**src/rtl/jt51_wrfifo_pkg.sv**
```systemverilog
// jt51_wrfifo_pkg: shared FSM state type, default sizing constants and a small helper
// for the JT51 register-write FIFO.
//   DEF_DEPTH   : default number of FIFO entries
//   DEF_BUSY_TO : default cycles to wait for the chip busy flag to rise
//   state_t     : issue FSM states
//   is_strobe() : true in the states that drive a write strobe to the chip
package jt51_wrfifo_pkg;

    localparam int DEF_DEPTH   = 16;
    localparam int DEF_BUSY_TO = 4;

    typedef enum logic [2:0] {
        S_IDLE,
        S_AWR,
        S_ASEEN,
        S_AWAIT,
        S_DWR,
        S_DSEEN,
        S_DWAIT
    } state_t;

    function automatic logic is_strobe(input state_t s);
        return (s == S_AWR) || (s == S_DWR);
    endfunction

endpackage

```
**src/rtl/jt51_wrfifo_mem.sv**
```systemverilog
// jt51_wrfifo_mem: circular storage for {addr,data} register writes with occupancy flags.
//   clk, rst   : clock, asynchronous active-high reset (empties the FIFO)
//   i_push     : write request; taken when not full, or when full with i_pop the same cycle
//   i_din      : {addr[7:0], data[7:0]} to store
//   i_pop      : remove the head entry (caller only pops when not empty)
//   o_dout     : head entry, valid while o_empty = 0
//   o_full     : DEPTH entries held
//   o_empty    : no entries held
//   o_level    : number of entries held
//   o_acc      : the push in this cycle is accepted
module jt51_wrfifo_mem
    import jt51_wrfifo_pkg::*;
#(
    parameter int DEPTH = DEF_DEPTH
) (
    input  logic                     clk,
    input  logic                     rst,
    input  logic                     i_push,
    input  logic [15:0]              i_din,
    input  logic                     i_pop,
    output logic [15:0]              o_dout,
    output logic                     o_full,
    output logic                     o_empty,
    output logic [$clog2(DEPTH):0]   o_level,
    output logic                     o_acc
);

    localparam int AW = $clog2(DEPTH);

    logic [15:0] r_mem [DEPTH];
    logic [AW:0] r_wp;
    logic [AW:0] r_rp;

    // Pointers carry one extra wrap bit so full and empty stay distinguishable.
    assign o_level = r_wp - r_rp;
    assign o_empty = (r_wp == r_rp);
    assign o_full  = (o_level == (AW+1)'(DEPTH));
    // A pop frees the head slot in the same cycle, so a full FIFO can still take a push.
    assign o_acc   = i_push && (!o_full || i_pop);
    assign o_dout  = r_mem[r_rp[AW-1:0]];

    always_ff @(posedge clk or posedge rst) begin
        if (rst) begin
            r_wp <= '0;
            r_rp <= '0;
        end else begin
            if (o_acc)
                r_wp <= r_wp + 1'b1;
            if (i_pop)
                r_rp <= r_rp + 1'b1;
        end
    end

    always_ff @(posedge clk) begin
        if (o_acc)
            r_mem[r_wp[AW-1:0]] <= i_din;
    end

endmodule

```
**src/rtl/jt51_wrfifo.sv**
```systemverilog
// jt51_wrfifo: queues YM2151 register writes and replays them to the chip, pacing each
// address/data phase on the chip busy flag.
//   clk, rst          : clock, asynchronous active-high reset (abandons any write in flight)
//   push, push_addr,
//   push_data         : host request to queue one {addr,data} register write
//   ovf_clr           : clears the sticky overflow flag
//   busy              : chip busy flag
//   cs_n, wr_n, a0,
//   dout              : chip write bus; a0 and dout hold their last driven values
//   full, empty,
//   level             : FIFO occupancy, excluding the entry being issued
//   idle              : nothing queued and nothing in flight
//   ovf               : a push was dropped because the FIFO was full
// Optional feature: JT51_WRFIFO_ADDR_CACHE_EN remembers the last issued address and
// skips the address phase when the next entry targets the same register.
module jt51_wrfifo
    import jt51_wrfifo_pkg::*;
#(
    parameter int DEPTH   = DEF_DEPTH,
    parameter int BUSY_TO = DEF_BUSY_TO
) (
    input  logic                     clk,
    input  logic                     rst,
    input  logic                     push,
    input  logic [7:0]               push_addr,
    input  logic [7:0]               push_data,
    input  logic                     ovf_clr,
    input  logic                     busy,
    output logic                     cs_n,
    output logic                     wr_n,
    output logic                     a0,
    output logic [7:0]               dout,
    output logic                     full,
    output logic                     empty,
    output logic                     idle,
    output logic                     ovf,
    output logic [$clog2(DEPTH):0]   level
);

    localparam int CW = $clog2(BUSY_TO + 1);

    state_t        r_state;
    state_t        w_nxt;
    logic [CW-1:0] r_cnt;
    logic [15:0]   r_issue;
    logic          r_strb_n;
    logic          r_a0;
    logic [7:0]    r_dout;
    logic          r_ovf;
    logic [15:0]   w_head;
    logic [15:0]   w_entry;
    logic          w_pop;
    logic          w_acc;
    logic          w_to;
    logic          w_hit;

    jt51_wrfifo_mem #(.DEPTH(DEPTH)) u_mem (
        .clk     (clk),
        .rst     (rst),
        .i_push  (push),
        .i_din   ({push_addr, push_data}),
        .i_pop   (w_pop),
        .o_dout  (w_head),
        .o_full  (full),
        .o_empty (empty),
        .o_level (level),
        .o_acc   (w_acc)
    );

    assign w_pop   = (r_state == S_IDLE) && !empty && !busy;
    // In IDLE the entry being launched is still at the FIFO head; afterwards it lives in r_issue.
    assign w_entry = (r_state == S_IDLE) ? w_head : r_issue;
    assign w_to    = (r_cnt == CW'(BUSY_TO - 1));

`ifdef JT51_WRFIFO_ADDR_CACHE_EN
    logic [7:0] r_last;
    logic       r_last_v;

    always_ff @(posedge clk or posedge rst) begin
        if (rst) begin
            r_last   <= '0;
            r_last_v <= 1'b0;
        end else if (w_nxt == S_AWR) begin
            r_last   <= w_entry[15:8];
            r_last_v <= 1'b1;
        end
    end

    assign w_hit = r_last_v && (w_head[15:8] == r_last);
`else
    assign w_hit = 1'b0;
`endif

    always_comb begin
        w_nxt = r_state;
        case (r_state)
            S_IDLE:  if (w_pop) w_nxt = w_hit ? S_DWR : S_AWR;
            S_AWR:   w_nxt = S_ASEEN;
            S_ASEEN: if (busy || w_to) w_nxt = S_AWAIT;
            S_AWAIT: if (!busy) w_nxt = S_DWR;
            S_DWR:   w_nxt = S_DSEEN;
            S_DSEEN: if (busy || w_to) w_nxt = S_DWAIT;
            S_DWAIT: if (!busy) w_nxt = S_IDLE;
            default: w_nxt = S_IDLE;
        endcase
    end

    // Bus outputs are registered from the next state so each strobe lines up with the
    // single cycle spent in AWR or DWR.
    always_ff @(posedge clk or posedge rst) begin
        if (rst) begin
            r_state  <= S_IDLE;
            r_cnt    <= '0;
            r_issue  <= '0;
            r_strb_n <= 1'b1;
            r_a0     <= 1'b0;
            r_dout   <= '0;
            r_ovf    <= 1'b0;
        end else begin
            r_state  <= w_nxt;
            r_cnt    <= (r_state == S_ASEEN || r_state == S_DSEEN) ? r_cnt + 1'b1 : '0;
            r_strb_n <= !is_strobe(w_nxt);
            r_ovf    <= (push && !w_acc) ? 1'b1 : ovf_clr ? 1'b0 : r_ovf;
            if (w_pop)
                r_issue <= w_head;
            if (w_nxt == S_AWR) begin
                r_a0   <= 1'b0;
                r_dout <= w_entry[15:8];
            end
            if (w_nxt == S_DWR) begin
                r_a0   <= 1'b1;
                r_dout <= w_entry[7:0];
            end
        end
    end

    assign cs_n = r_strb_n;
    assign wr_n = r_strb_n;
    assign a0   = r_a0;
    assign dout = r_dout;
    assign ovf  = r_ovf;
    assign idle = (r_state == S_IDLE) && empty;

endmodule
```
**config.mk**
```make
export PLATFORM = sky130hd
export DESIGN_NAME = jt51_wrfifo
export DESIGN_NICKNAME = d
export VERILOG_FILES = /design/src/rtl/jt51_wrfifo_pkg.sv /design/src/rtl/jt51_wrfifo_mem.sv /design/src/rtl/jt51_wrfifo.sv
export SDC_FILE = /design/constraint.sdc
export NUM_CORES = 1
export LEC_CHECK = 0
export ABC_AREA = 1
export ABC_CLOCK_PERIOD_IN_PS = 6700
export BUFFER_PORTS_ARGS = -buffer_cell sky130_fd_sc_hd__buf_2
export CORE_ASPECT_RATIO = 1.75
export CORE_MARGIN = 1.5
export CORE_UTILIZATION = 44
export DETAILED_ROUTE_END_ITERATION = 8
export GPL_ROUTABILITY_DRIVEN = 0
export PLACE_DENSITY = 0.67
export SLEW_MARGIN = 20
export SYNTH_ARGS = -nofsm -noshare
export SYNTH_HDL_FRONTEND = slang
export SYNTH_SLANG_ARGS = --single-unit
```
**constraint.sdc**
```tcl
create_clock -name clk -period 6.7 [get_ports clk]
set_input_delay 0 -clock clk [delete_from_list [all_inputs] [get_ports clk]]
set_output_delay 0 -clock clk [all_outputs]
set_load 0.02 [all_outputs]
```
==> summary.md <==
| Metric | Value |
|---|---|
| Total number of vias | `8873` |
| Min Tclk post-route | `4200 ps` |
| CP Launch Type | `flip-flop` |
| Global-route met1 utilization | `0.265` |
| Drt total wl | `35700 um` |
| Critical path, cell by cell | `clkinv_1 > ha_1 > nand2_1 > nor2_1 > nand2_1 > nand3_2 > nand2_4 > nand2_4 > nor2_2` |
| HPWL Detailed | `23100 um` |
| Fin. max-slew vios | `0` |
| Endpoints failing hold | `0` |
| RSZ-0062 raised after global routing | `false` |
| Final clock skew | `8.93 ps` |
| Worst-path clk slew | `70 ps` |
| First-pass DRT Iterations | `5` |
| Net Count, Synth | `1268` |
| Net switching power | `0.00266 W` |
| Synth top area share | `0.593` |
| Area leader, netlist | `edfxtp_1` |
| Die Wd | `133 um` |
| Antenna diodes | `0` |
| Run status | `finished clean` |
| Slew @ Worst Pin | `980 ps` |
| Setup bufs post-CTS | `0` |
| Worst Path Arrival | `4360 ps` |
| Sum Neg Setup Slack | `0 ps` |
| Sequential power share | `0.385` |
| Power Density | `443 mW/mm2` |
| Vias per std cell | `5.31` |
| Ranking of synthesized cells by area | `edfxtp_1, nand2_1, dfrtp_1` |
| Worst hold slack | `137 ps` |
| H-tree depth | `1` |
| Finish-stage setup viols | `0` |
| Total grt overflow | `0` |
| CP delay by family, top | `simple AND/OR/NAND/NOR gates` |
| Register area share after synthesis | `0.676` |
| Leak pwr | `5.85 nW` |
| Die ar. | `0.0305 mm2` |
| Die height | `230 um` |
| Initial antenna violation count | `0` |
| Sw Ratio | `0.416` |
| Gr usage total | `0.237` |
| Asr flop ratio synth | `0.144` |
| Port Buffers | `40` |
| Avg Cell Area, Syn | `10.5 um2` |
| Ys Warns | `0` |
| Routed len/inst | `21.3 um` |
| GR Util met2 | `0.419` |
| Max clock buf depth | `3` |
| Worst-skew pair later-pin latency | `540 ps` |
| Sink Count | `299` |
| Fillers | `2561` |
| Unique masters post-synth | `34` |
| EDFF count, synth | `256` |
| Worst hold path type | `input pin to async pin` |
| Share of layout cells above drive strength 1 | `0.0915` |
| Cells after synthesis | `1235` |
| Clock network power share | `0.223` |
| Slowest stage delay, CP | `800 ps` |
| Remaining antenna violation count | `0` |
| Synthesis-stage register bit count | `299` |
| Gr busiest metal | `met2` |
| Dominant synthesized flop cell | `edfxtp_1` |
| Placeable Area | `0.0292 mm2` |
| Initial Util | `0.444` |
| Pint | `0.00373 W` |
| # Max-Cap Violations | `0` |
| DRC violations left | `0` |
| CTS resizes | `0` |
| Total CTS buffers | `26` |
| Global-route wire length before repair | `53100 um` |
| Final worst path period share | `0.627` |
| Ports | `41` |
| CTS tree | `built` |
| Largest net degree at the start of global routing | `95` |
| Comb power frac | `0.392` |
| CP Max Fanout | `21` |
| Final-stage net count | `1306` |
| WS Path Type | `flip-flop to flip-flop` |
| R2r setup slk | `2500 ps` |
| Initial detailed-routing violation count | `963` |
| Vias in the first global route | `8748` |
| Max VDD drop | `0.000209 V` |
| Crit. End Element | `flip-flop` |
| Crit path buf inv count | `1` |
| FMAX | `238 MHz` |
| Most numerous cell in the Yosys netlist | `nand2_1` |
| Rel. slew slack | `0.346` |
| Num rows | `83` |
| GR Layer Usage met3 | `0.0306` |
| Req. time, crit path | `6870 ps` |
| CTS root buf | `clkbuf_16` |
| Post-Syn Area | `0.0130 mm2` |
| Synth top cells by count | `nand2_1, edfxtp_1, inv_1, nand3_1, nor2_1` |
| Layout area overhead | `11.4%` |
| CP max stage cell | `dfrtp_1` |
## power by group through the flow
| stage | sequential, W | clock [W] | combinational [W] |
|---|---|---|---|
| after global placement | 0.00249 | 0 | 0.00241 |
| after global routing | 0.00248 | 0.00151 | 0.00272 |
| after floorplan | 0.00245 | 0 | 0.00164 |
| final | 0.00246 | 0.00143 | 0.00251 |
| after detailed placement | 0.00249 | 0 | 0.00242 |
| after CTS | 0.00245 | 0.00145 | 0.00245 |
## placed cells by master, fill, tap and decap left out, types with 4 or more instances in the layout
cell type,netlist,routed
buf_2,25,40
buf_4,5,6
clkbuf_1,20,6
clkbuf_16,0,27
clkinv_1,3,10
clkinv_2,0,4
dfrtp_1,42,40
dlygate4sd3_1,0,21
edfxtp_1,256,256
ha_1,11,11
inv_1,158,156
inv_2,6,5
nand2_1,326,326
nand2_2,5,5
nand3_1,113,113
nor2_1,110,94
nor2_2,1,17
o211ai_1,16,16
o21ai_0,87,87
o22ai_1,16,16
xnor2_1,4,4
xor2_1,7,7
## final timing paths
kind | from | end | cells after the start
worst max-delay path | u_mem.r_rp[2] | u_mem.r_mem[8][15] | 9
worst min-delay path | rst | ovf | 4
worst max register to register | u_mem.r_rp[2] | u_mem.r_mem[8][15] | 9
worst min register to register | r_cnt[0] | r_cnt[0] | 1
max in group asynchronous | rst | u_mem.r_rp[0] | 4
min in group clk | push | u_mem.r_wp[3] | 4
## metal layers
| metal | part of all wire | up-vias |
|---|---|---|
| met5 | 0 | - |
| met4 | 0.077 | 0 |
| met2 | 0.51 | 387 |
| met1 | 0.35 | 4239 |
| met3 | 0.061 | 111 |
| li1 | - | 4136 |
## worst reg2reg max path, delay by kind of cell (launching register included)
kind,cells,cell delay [ps]
buf+inv,1,630
flops,1,800
simple gates,7,1860
fa+ha+maj,1,550
## through the flow
step / setup slack [ps] / area, um2 / utilization / std cells / power (W)
floorplan: 3260 / 13000 / - / 1235 / 0.00409
global placement: 2650 / 13400 / 0.461 / 1606 / 0.00489
detailed placement: 2530 / 13400 / 0.461 / 1606 / 0.00491
CTS: 2490 / 14400 / 0.495 / 1672 / 0.00635
global route: 2110 / 14400 / 0.495 / 1672 / 0.00672
finish: 2500 / 14400 / 0.495 / 1672 / 0.00639
## layout make-up
type	instances	area, um2	share of cell area
multi-input cells	712	3320	0.230
flip-flops and latches	299	8770	0.607
repair buffers	67	455	0.0315
inverters	167	628	0.0435
well taps	382	478	0.0331
clock buffers	33	698	0.0484
clock inverters	12	88.8	0.00615
## state kept, by name, summed over array words and instances, names as in the netlist
signal and flops:
ovf 1, a0 1, u_mem.r_mem 256, r_issue 16
u_mem.r_wp 5, r_state 3, r_cnt 3, cs_n 1
u_mem.r_rp 5, dout 8
## timing repair
item	in CTS	in global routing
hold buffers	21	0
endpoints found under the hold margin	312	0
setup endpoints to repair	0	0
## cell families after synthesis
group | after synthesis | share of synthesized area
buf+inv | 224 | 0.0708
flops | 299 | 0.676
xor+xnor | 11 | 0.00743
fa+ha+maj | 12 | 0.0122
simple gates | 566 | 0.181
compound gates | 123 | 0.0524
(Power assumes the default switching activity.)
